## src/rtl/mmm_shiftreg_mw_pkg.sv

```systemverilog
// rtl/mmm_shiftreg_mw_pkg.sv - shared state type and sizing helper for the MMM serial ports
package mmm_pkg;

    typedef enum logic [1:0] {
        IDLE      = 2'd0,
        SHIFT_IN  = 2'd1,
        SHIFT_OUT = 2'd2
    } mmm_state_e;

    // Counter width for a word index 0..n-1; never narrower than one bit
    function automatic int ctr_width(input int n);
        return (n <= 2) ? 1 : $clog2(n);
    endfunction

endpackage

```

## src/rtl/mmm_shiftreg_mw_if.sv

```systemverilog
// rtl/mmm_shiftreg_mw_if.sv - control, parallel-load and word-serial bus of the MMM multi-word register
interface mmm_shiftreg_mw_if #(
    parameter int WIDTH  = 8,
    parameter int NWORDS = 4
);
    localparam int W = WIDTH * NWORDS;

    logic             clr;
    logic             en;
    logic             lock;
    logic             ld_r;
    logic [W-1:0]     reg_rji;
    logic [W-1:0]     A;
    logic             in_start;
    logic             wr_valid;
    logic [WIDTH-1:0] wr_word;
    logic             wr_ready;
    logic             rd_start;
    logic             rd_valid;
    logic [WIDTH-1:0] rd_word;
    logic             rd_ready;
    logic             rd_last;
    logic             busy;
    logic             op_done;
    logic [W-1:0]     R_i;

    modport master (
        output clr, en, lock, ld_r, reg_rji, A,
        output in_start, wr_valid, wr_word, rd_start, rd_ready,
        input  wr_ready, rd_valid, rd_word, rd_last, busy, op_done, R_i
    );

    modport slave (
        input  clr, en, lock, ld_r, reg_rji, A,
        input  in_start, wr_valid, wr_word, rd_start, rd_ready,
        output wr_ready, rd_valid, rd_word, rd_last, busy, op_done, R_i
    );

endinterface

```

## src/rtl/mmm_word_ctr.sv

```systemverilog
// rtl/mmm_word_ctr.sv - word index counter with clear, increment and terminal-count flag
module mmm_word_ctr
    import mmm_pkg::*;
#(
    parameter int  NWORDS = 4,
    localparam int CW     = ctr_width(NWORDS)
) (
    input  logic          clk,
    input  logic          rst_n,
    input  logic          clr_i,
    input  logic          inc_i,
    output logic [CW-1:0] cnt_o,
    output logic          tc_o
);

    logic [CW-1:0] cnt_q;
    logic [CW-1:0] cnt_d;

    assign tc_o  = (cnt_q == CW'(NWORDS - 1));
    assign cnt_o = cnt_q;

    // Wrapping at terminal count keeps the index inside 0..NWORDS-1
    always_comb begin
        cnt_d = cnt_q;
        if (clr_i) begin
            cnt_d = '0;
        end else if (inc_i) begin
            cnt_d = tc_o ? '0 : cnt_q + CW'(1);
        end
    end

    always_ff @(posedge clk or negedge rst_n) begin
        if (!rst_n) begin
            cnt_q <= '0;
        end else begin
            cnt_q <= cnt_d;
        end
    end

endmodule

```

## src/rtl/mmm_shiftreg_mw.sv

```systemverilog
// rtl/mmm_shiftreg_mw.sv - MMM multi-word R register with parallel load and word-serial shift-in/read-out
module mmm_shiftreg_mw
    import mmm_pkg::*;
#(
    parameter int WIDTH  = 8,
    parameter int NWORDS = 4
) (
    input  logic              clk,
    input  logic              rstb,
    mmm_shiftreg_mw_if.slave  bus
);

    localparam int W  = WIDTH * NWORDS;
    localparam int CW = ctr_width(NWORDS);

    mmm_state_e    state_q;
    logic [W-1:0]  r_q;
    logic          op_done_q;

    logic          wr_fire;
    logic          rd_fire;
    logic          start;
    logic          tc;
    logic          last_xfer;
    logic [CW-1:0] cnt;

    assign wr_fire   = (state_q == SHIFT_IN)  && bus.wr_valid;
    assign rd_fire   = (state_q == SHIFT_OUT) && bus.rd_ready;
    assign start     = (state_q == IDLE) && (bus.in_start || bus.rd_start);
    assign last_xfer = (cnt == CW'(NWORDS - 1));

    mmm_word_ctr #(
        .NWORDS (NWORDS)
    ) u_word_ctr (
        .clk   (clk),
        .rst_n (rstb),
        .clr_i (bus.clr || start),
        .inc_i (wr_fire || rd_fire),
        .cnt_o (cnt),
        .tc_o  (tc)
    );

    always_ff @(posedge clk or negedge rstb) begin
        if (!rstb) begin
            state_q   <= IDLE;
            r_q       <= '0;
            op_done_q <= 1'b0;
        end else if (bus.clr) begin
            state_q   <= IDLE;
            r_q       <= '0;
            op_done_q <= 1'b0;
        end else begin
            op_done_q <= 1'b0;
            unique case (state_q)
                IDLE: begin
                    // A load coinciding with a start still lands before the serial op begins
                    if (bus.en && bus.ld_r) begin
                        r_q <= bus.lock ? bus.reg_rji : bus.A;
                    end
                    if (bus.in_start) begin
                        state_q <= SHIFT_IN;
                    end else if (bus.rd_start) begin
                        state_q <= SHIFT_OUT;
                    end
                end
                SHIFT_IN: begin
                    if (wr_fire) begin
                        r_q <= {bus.wr_word, r_q[W-1:WIDTH]};
                        if (last_xfer) begin
                            state_q   <= IDLE;
                            op_done_q <= 1'b1;
                        end
                    end
                end
                SHIFT_OUT: begin
                    // Rotation, not shift: after NWORDS transfers the value is back in place
                    if (rd_fire) begin
                        r_q <= {r_q[WIDTH-1:0], r_q[W-1:WIDTH]};
                        if (last_xfer) begin
                            state_q   <= IDLE;
                            op_done_q <= 1'b1;
                        end
                    end
                end
                default: begin
                    state_q <= IDLE;
                end
            endcase
        end
    end

    assign bus.wr_ready = (state_q == SHIFT_IN);
    assign bus.rd_valid = (state_q == SHIFT_OUT);
    assign bus.rd_last  = (state_q == SHIFT_OUT) && tc;
    assign bus.busy     = (state_q != IDLE);
    assign bus.op_done  = op_done_q;
    assign bus.rd_word  = r_q[WIDTH-1:0];
    assign bus.R_i      = r_q;

endmodule

```

## src/flat_wrapper.sv

```systemverilog
// flat-port wrapper written by rule: the top's interface ports become plain ports
module mmm_shiftreg_mw_flat import mmm_pkg::*;
#(
    parameter int WIDTH  = 8,
    parameter int NWORDS = 4
)
  (clk, rstb, bus_clr, bus_en, bus_lock, bus_ld_r, bus_reg_rji, bus_A, bus_in_start, bus_wr_valid, bus_wr_word, bus_rd_start, bus_rd_ready, bus_wr_ready, bus_rd_valid, bus_rd_word, bus_rd_last, bus_busy, bus_op_done, bus_R_i);
  mmm_shiftreg_mw_if #(.WIDTH(WIDTH), .NWORDS(NWORDS)) bus_i ();
  input  logic clk;
  input  logic rstb;
  input wire logic [$bits(bus_i.clr)-1:0] bus_clr;
  input wire logic [$bits(bus_i.en)-1:0] bus_en;
  input wire logic [$bits(bus_i.lock)-1:0] bus_lock;
  input wire logic [$bits(bus_i.ld_r)-1:0] bus_ld_r;
  input wire logic [$bits(bus_i.reg_rji)-1:0] bus_reg_rji;
  input wire logic [$bits(bus_i.A)-1:0] bus_A;
  input wire logic [$bits(bus_i.in_start)-1:0] bus_in_start;
  input wire logic [$bits(bus_i.wr_valid)-1:0] bus_wr_valid;
  input wire logic [$bits(bus_i.wr_word)-1:0] bus_wr_word;
  input wire logic [$bits(bus_i.rd_start)-1:0] bus_rd_start;
  input wire logic [$bits(bus_i.rd_ready)-1:0] bus_rd_ready;
  output wire logic [$bits(bus_i.wr_ready)-1:0] bus_wr_ready;
  output wire logic [$bits(bus_i.rd_valid)-1:0] bus_rd_valid;
  output wire logic [$bits(bus_i.rd_word)-1:0] bus_rd_word;
  output wire logic [$bits(bus_i.rd_last)-1:0] bus_rd_last;
  output wire logic [$bits(bus_i.busy)-1:0] bus_busy;
  output wire logic [$bits(bus_i.op_done)-1:0] bus_op_done;
  output wire logic [$bits(bus_i.R_i)-1:0] bus_R_i;
  assign bus_i.clr = bus_clr;
  assign bus_i.en = bus_en;
  assign bus_i.lock = bus_lock;
  assign bus_i.ld_r = bus_ld_r;
  assign bus_i.reg_rji = bus_reg_rji;
  assign bus_i.A = bus_A;
  assign bus_i.in_start = bus_in_start;
  assign bus_i.wr_valid = bus_wr_valid;
  assign bus_i.wr_word = bus_wr_word;
  assign bus_i.rd_start = bus_rd_start;
  assign bus_i.rd_ready = bus_rd_ready;
  assign bus_wr_ready = bus_i.wr_ready;
  assign bus_rd_valid = bus_i.rd_valid;
  assign bus_rd_word = bus_i.rd_word;
  assign bus_rd_last = bus_i.rd_last;
  assign bus_busy = bus_i.busy;
  assign bus_op_done = bus_i.op_done;
  assign bus_R_i = bus_i.R_i;
  mmm_shiftreg_mw #(.WIDTH(WIDTH), .NWORDS(NWORDS)) u_core (.clk(clk), .rstb(rstb), .bus(bus_i));
endmodule
```

## config.mk

```make
export PLATFORM = sky130hd
export DESIGN_NAME = mmm_shiftreg_mw_flat
export DESIGN_NICKNAME = d
export VERILOG_FILES = /design/src/rtl/mmm_shiftreg_mw_pkg.sv /design/src/rtl/mmm_shiftreg_mw_if.sv /design/src/rtl/mmm_word_ctr.sv /design/src/rtl/mmm_shiftreg_mw.sv /design/src/flat_wrapper.sv
export SDC_FILE = /design/constraint.sdc
export NUM_CORES = 1
export LEC_CHECK = 0
export BUFFER_PORTS_ARGS = -buffer_cell sky130_fd_sc_hd__buf_2
export CORE_MARGIN = 2
export CORE_UTILIZATION = 42
export CTS_CLUSTER_DIAMETER = 40
export DETAILED_ROUTE_END_ITERATION = 12
export PLACE_DENSITY_LB_ADDON = 0.15
export RECOVER_POWER = 100
export SLEW_MARGIN = 20
export SYNTH_ARGS = -nofsm -noshare
export SYNTH_HDL_FRONTEND = slang
export SYNTH_SLANG_ARGS = --single-unit
```

## constraint.sdc

```tcl
create_clock -name clk -period 1.9 [get_ports clk]
set_input_delay 0.095 -clock clk [delete_from_list [all_inputs] [get_ports clk]]
set_output_delay 0.095 -clock clk [all_outputs]
set_load 0.01 [all_outputs]
```

# == Word-level counts from Yosys, hierarchy flattened ==
# Cells that the tools add are included.
# op_classes
div,0
magnitude_cmp,0
reduce_logical,14
mux,21
mul,0
n_bitwise,0
add_sub_neg,1
n_eq_ne,7
shift,0
# ops
operator,count
$mux W32,5
$pmux W32 S3,1
$mux W2,9
$ne A3 B2 Y1 const B,2
$pmux W2 S3,1
$logic_and A1 B1 Y1,5
$eq A2 B2 Y1 const B,2
$mux W1,4
$ne A4 B4 Y1 const B,1
$reduce_and A4 Y1,1
$reduce_bool A2 Y1,2
$reduce_bool A4 Y1,1
$logic_or A1 B1 Y1,3
$ne A3 B3 Y1 const B,1
$reduce_and A3 Y1,1
$add A2 B1 Y2 const B,1
$eq A2 B1 Y1 const B,1
$logic_not A2 Y1,1
$pmux W1 S2,1
# totals
mem_count,0
latch_bits,0
reg_bits,37
out_inout_bits,45
elab_cells,47
mem_bits_rw,0
romBits,0
in_bits,82

# == Logic depth before layout (Yosys ltp) ==
# logic_depth
ltp_word,5
mapped_depth,8
depth_no_buf,6

# == Cells and area by module ==
# From an unflattened synthesis, not the netlist that was laid out.
# hier_totals
cells_unflattened,208
area_unflattened_um2,2558.7
# by_module_without_submodules
module,seq_area_each_um2,cells_each,instances,area_each_um2
mmm_shiftreg_mw,875.8,200,1,2458.6
mmm_word_ctr,50.0,8,1,100.1

# == Worst setup path after synthesis ==
# OpenSTA, ideal clock, no wires.
# synth_timing
kind,reg2reg
start,register u_core.state_q[0]
end,register u_core.r_q[0] (netlist: u_core.bus.R_i[0])
stages_incl_launch_ff,8
arrival_time_ps,1767
n_path_buf,2
setup_ps,125
required_time_ps,1775
path_slack_ps,8
period_less_slack_ps,1892
cell_sequence,dfrtp_1 -> inv_1 -> ha_1 -> nor4_1 -> or3_1 -> buf_6 -> buf_6 -> mux2_4
# synth_via
elab_chain_cells,4
elab_cells_between_ends,12
classes_between,5 x eq/ne; 2 x mux; 5 x reduce/logical
# synth_lines
element,line_no,rtl
"start, declared",mmm_shiftreg_mw.sv:16,mmm_state_e state_q;
"start signal, assigned",mmm_shiftreg_mw.sv:45,state_q <= IDLE;
"start signal, assigned",mmm_shiftreg_mw.sv:49,state_q <= IDLE;
"start signal, assigned",mmm_shiftreg_mw.sv:61,state_q <= SHIFT_IN;
$eq A2 B2 Y1 (*),-,
net bus_rd_valid,flat_wrapper.sv:23,output wire logic [$bits(bus_i.rd_valid)-1:0] bus_rd_valid;
$logic_and A1 B1 Y1,mmm_shiftreg_mw.sv:28,assign rd_fire = (state_q == SHIFT_OUT) && bus.rd_ready;
$ne A3 B2 Y1 (no source line),-,
$reduce_and A4 Y1 (no source line),-,
"end signal, assigned",mmm_shiftreg_mw.sv:58,r_q <= bus.lock ? bus.reg_rji : bus.A;
"end signal, assigned",mmm_shiftreg_mw.sv:68,"r_q <= {bus.wr_word, r_q[W-1:WIDTH]};"
"end signal, assigned",mmm_shiftreg_mw.sv:78,"r_q <= {r_q[WIDTH-1:0], r_q[W-1:WIDTH]};"
"end, declared",mmm_shiftreg_mw.sv:17,logic [W-1:0] r_q;
# The timed path passes the listed nets; every way through them passes the cells marked *.
# A chain may end at the register's enable or synchronous reset.

# == Worst setup path in the final report ==
# layout_timing
start,register u_core.state_q[0]
end,register u_core.r_q[5] (netlist: u_core.bus.R_i[5])
# layout_via
elab_chain_cells,4
elab_cells_between_ends,12
classes_between,5 x eq/ne; 2 x mux; 5 x reduce/logical
# layout_lines
element,line_no
$eq A2 B2 Y1 or $eq A2 B1 Y1 (tied branches),"mmm_shiftreg_mw.sv:28, mmm_shiftreg_mw.sv:54, mmm_shiftreg_mw.sv:27"
"$logic_and A1 B1 Y1, on equally long branches","mmm_shiftreg_mw.sv:28, mmm_shiftreg_mw.sv:27"
$ne A3 B2 Y1 (no source line),-
$reduce_and A4 Y1 (no source line),-
# Several ways; a longest one is shown, not always the timed one.

==> results by group <==
Clock tree
  • Sink Count: 37
  • Later-pin clock latency in the skew report: 0.29 ns
  • Clock input transition at the sequential cells of the worst setup and hold paths: 0.08 ns
  • Inserted Clock Buffers: 5
  • Cell chosen for the clock root: sky130_fd_sc_hd__clkbuf_8
  • TritonCTS clock tree: built
  • CTS H-tree depth: 2
  • Worst-case clock buffer depth: 2

Placement
  • HPWL after detailed placement: 4970 um
  • Placed cell areas: 0.00321 mm2
  • Number of buffers added on ports: 126
  • Final weighted congestion in routability-driven placement: 0.809

Global routing
  • Congestion Overflow GR: 0
  • Antenna violations before repair: 0
  • Vias in the first global route: 2048
  • Overall fraction of global-route tracks in use: 0.205
  • Global-route wire length before repair: 10100 um
  • Pin count of the biggest net entering global routing: 33

Hold path
  • Start point of the worst min-delay path: bus_in_start
  • Hold Crit Depth: 3
  • Hold/Removal Path Class: input pin to register
  • Sink of the worst hold path: u_core.state_q[0]$_DFFE_PN0P_

STA
  • Final hold violation count: 0
  • Peak Freq: 0.522 GHz
  • Fin crit share: 1.01
  • Slew @ Worst Pin: 0.922 ns
  • Setup slack of the critical path after layout: -0.0165 ns
  • Slew Limit Headroom: 0.386
  • Worst clock skew: 0.00983 ns
  • Min cycle time layout: roughly 1.9 ns
  • Setup-violating endpoint count in the final report: 16
  • Number of max-slew violations in the final report: 0
  • RSZ-0062 raised after global routing: yes

Synth
  • List of most frequent post-synthesis cells: sky130_fd_sc_hd__dfrtp_1, sky130_fd_sc_hd__mux2i_1, sky130_fd_sc_hd__mux2_4
  • Synth warnings: 0
  • Number of standard cells after synthesis: about 210
  • Unique cell type count in the Yosys netlist: 29
  • Async set-reset flop share out of synthesis: 1.00
  • Mean instance size in the synthesized netlist: 11.9 um2
  • Most frequently used flop master after synthesis: sky130_fd_sc_hd__dfrtp_1
  • Most numerous cell in the Yosys netlist: sky130_fd_sc_hd__dfrtp_1
  • Post-synthesis net count: 297
  • Top-area cell type share of the netlist area: 0.373
  • Count of flip-flops with a built-in enable after synthesis: 0
  • FF+latch count, synth: 37
  • Most area-consuming cells after synthesis: sky130_fd_sc_hd__dfrtp_1, sky130_fd_sc_hd__mux2_4, sky130_fd_sc_hd__mux2i_1
  • Cell accounting for the most synthesized area: sky130_fd_sc_hd__dfrtp_1
  • Post-synthesis sequential area ratio: 0.373
  • Cell area after technology mapping: approximately 0.0025 mm2

Pwr
  • Post-layout total power: about 5300 uW
  • Proportion of power drawn by flip-flops and latches: 0.246
  • Switching share of power: 0.377
  • Pwr/cell area: ~1500 mW/mm2
  • Cell-internal power: 3290 uW
  • Clock share of power: 0.158
  • Combinational group share of total power: 0.596
  • Largest voltage drop on the vdd net: 0.580 mV
  • Static leakage: 0.00170 uW
  • Switching power of the nets: 1990 uW

Critical path
  • Origin of the critical flop-to-flop path: u_core.state_q[0]$_DFFE_PN0P_
  • Crit-path slowest cell: sky130_fd_sc_hd__or3_4
  • Critical path buffers and inverters: 3
  • Delay-heaviest family, CP: simple AND/OR/NAND/NOR gates
  • Number of cells on the worst reg-to-reg path: 7
  • Sort of element at the start of the critical path: register
  • Max Fanout on Critical Path: 8
  • Max incr delay on CP: 0.47 ns
  • Critical path data required time: 2.08 ns
  • Capture instance of the worst register-to-register path: u_core.bus.R_i[5]$_DFFE_PN0P_
  • Cell breakdown of the critical path: inv_4 > buf_6 > ha_4 > nor4_4 > or3_4 > clkbuf_16 > mux2_4
  • Worst reg2reg setup slack: -0.02 ns
  • Capturing element type of the critical path: register
  • Arrival time at the worst endpoint: ~2.1 ns
  • Type of the worst setup path: register to register

Route
  • Drc violations: 0
  • WL/cell: 16.5 um
  • Post-route ant nets: 0
  • Via-per-instance ratio: 5.12
  • Detailed router's first-iteration violation count: 89
  • Wire length after detailed routing: 6860 um
  • Detailed-routing iteration count for the pre-antenna-repair pass: 4
  • Vias post-DR: 2125

Run status
  • Failing checks: setup timing
  • Outcome: complete, but fails checks

Final layout
  • Ratio of cells with drive above 1 in the final layout: 0.474
  • Diodes inserted: 0
  • Synthesis-to-layout area growth: 40.8%
  • Post-route design area: 0.00350 mm2
  • Layout net count: 428

Floorplan
  • Standard cell core area: 0.00582 mm2
  • Initial standard-cell utilization of the core: 0.427
  • Height of the chip: between 80 and 90 um
  • Die width: a little over 80 um
  • Row cnt: 28
  • Die area: about 0.0065 mm2
  • Top Ports: 127

Job
  • Number of maximum-capacitance violations: 0
## how the worst max path moves through the flow
| stage | startpoint | to | slack [ns] | cells after the start |
|---|---|---|---|---|
| global route | u_core.state_q[0]$_DFFE_PN0P_ | u_core.bus.R_i[23]$_DFFE_PN0P_ | -0.07 | 7 |
| detailed placement | u_core.state_q[0]$_DFFE_PN0P_ | u_core.bus.R_i[21]$_DFFE_PN0P_ | -0.24 | 6 |
| global placement | u_core.state_q[0]$_DFFE_PN0P_ | u_core.bus.R_i[18]$_DFFE_PN0P_ | -0.14 | 6 |
| finish | u_core.state_q[0]$_DFFE_PN0P_ | u_core.bus.R_i[5]$_DFFE_PN0P_ | -0.02 | 7 |
| CTS | u_core.state_q[0]$_DFFE_PN0P_ | u_core.bus.R_i[28]$_DFFE_PN0P_ | -0.008 | 7 |
| floorplan | u_core.state_q[0]$_DFFE_PN0P_ | u_core.bus.R_i[0]$_DFFE_PN0P_ | 0.008 | 7 |
## sequential cells by signal (all words and copies together) (netlist names)
name / cells
u_core.u_word_ctr.cnt_o: 2
u_core.bus.R_i: 32
u_core.state_q: 2
u_core.bus.op_done: 1
## final cells by class
| cell class | count | area (um2) |
|---|---|---|
| tap | 75 | 93.8 |
| multi-input combinational | 143 | 1480 |
| clock inverter | 3 | 68.8 |
| inverter | 3 | 13.8 |
| clock buffer | 5 | 68.8 |
| timing repair buffer | 149 | 842 |
| sequential | 37 | 927 |
| fill | 530 | 2320 |
## cells by family (layout without fill, tap and decap cells)
logic type,count (synthesis),count (layout),share of synthesized area
adder cells (fa/ha/maj),7,7,0.0352
multiplexers,65,65,0.323
flip-flops,37,37,0.373
AND/OR/NAND/NOR,18,18,0.0388
AO/OA/AOI/OAI,53,53,0.162
buffers and inverters,28,160,0.0680
## power groups by stage
stage          registers [uW]  logic [uW]  clock network (uW)
3_5_place_dp             1290        2700                   0
3_3_place_gp             1300        2650                   0
4_1_cts                  1280        2860                 852
5_1_grt                  1340        3400                 887
6_report                 1300        3140                 835
2_1_floorplan            1340        1840                   0
## placed cells by master, fill, tap and decap left out, drive strengths merged, types with 2 or more instances in the layout
cell type    n
buf        103
clkbuf      50
dfrtp       37
mux2i       33
mux2        32
o2bb2ai     24
a22oi        9
o22ai        9
ha           7
nor2         5
nand2b       4
o21ai        4
a21oi        4
inv          4
nand2        2
bufinv       2
## metrics by stage
stage | cells | utilization | hold slack, ns | setup WS (ns) | TNS [ns]
floorplan | 208 | - | -0.201 | 0.00753 | 0
global placement | 401 | 0.552 | 0.0326 | -0.138 | -3.68
detailed placement | 401 | 0.552 | 0.0418 | -0.238 | -5.83
CTS | 411 | 0.585 | 0.0878 | -0.00824 | -0.0193
global route | 415 | 0.602 | 0.134 | -0.0681 | -1.64
finish | 415 | 0.602 | 0.103 | -0.0165 | -0.181
## routing by layer
metal	wire [um]	part of all wire	vias up	track usage
li1	-	-	1040	-
met1	3070	0.45	996	0.256
met2	3270	0.48	81	0.350
met3	434	0.063	8	0.0422
met4	91	0.013	0	0.0729
met5	0	0	-	0
## worst register-to-register path, delay by kind of cell (launching register included)
| family | cells | cell delay, ns |
|---|---|---|
| adder cells (fa/ha/maj) | 1 | 0.14 |
| flip-flops | 1 | 0.44 |
| buffers and inverters | 3 | 0.43 |
| AND/OR/NAND/NOR | 2 | 0.51 |
| multiplexers | 1 | 0.29 |
## what timing repair did
action                     CTS  global route
resized for setup            6            19
cloned                       1             2
pin swaps                    0             4
setup endpoints to repair   32            32
hold endpoints to repair    15             0
hold buffers                 1             0
setup buffers                0             2
(Power assumes the default switching activity.)
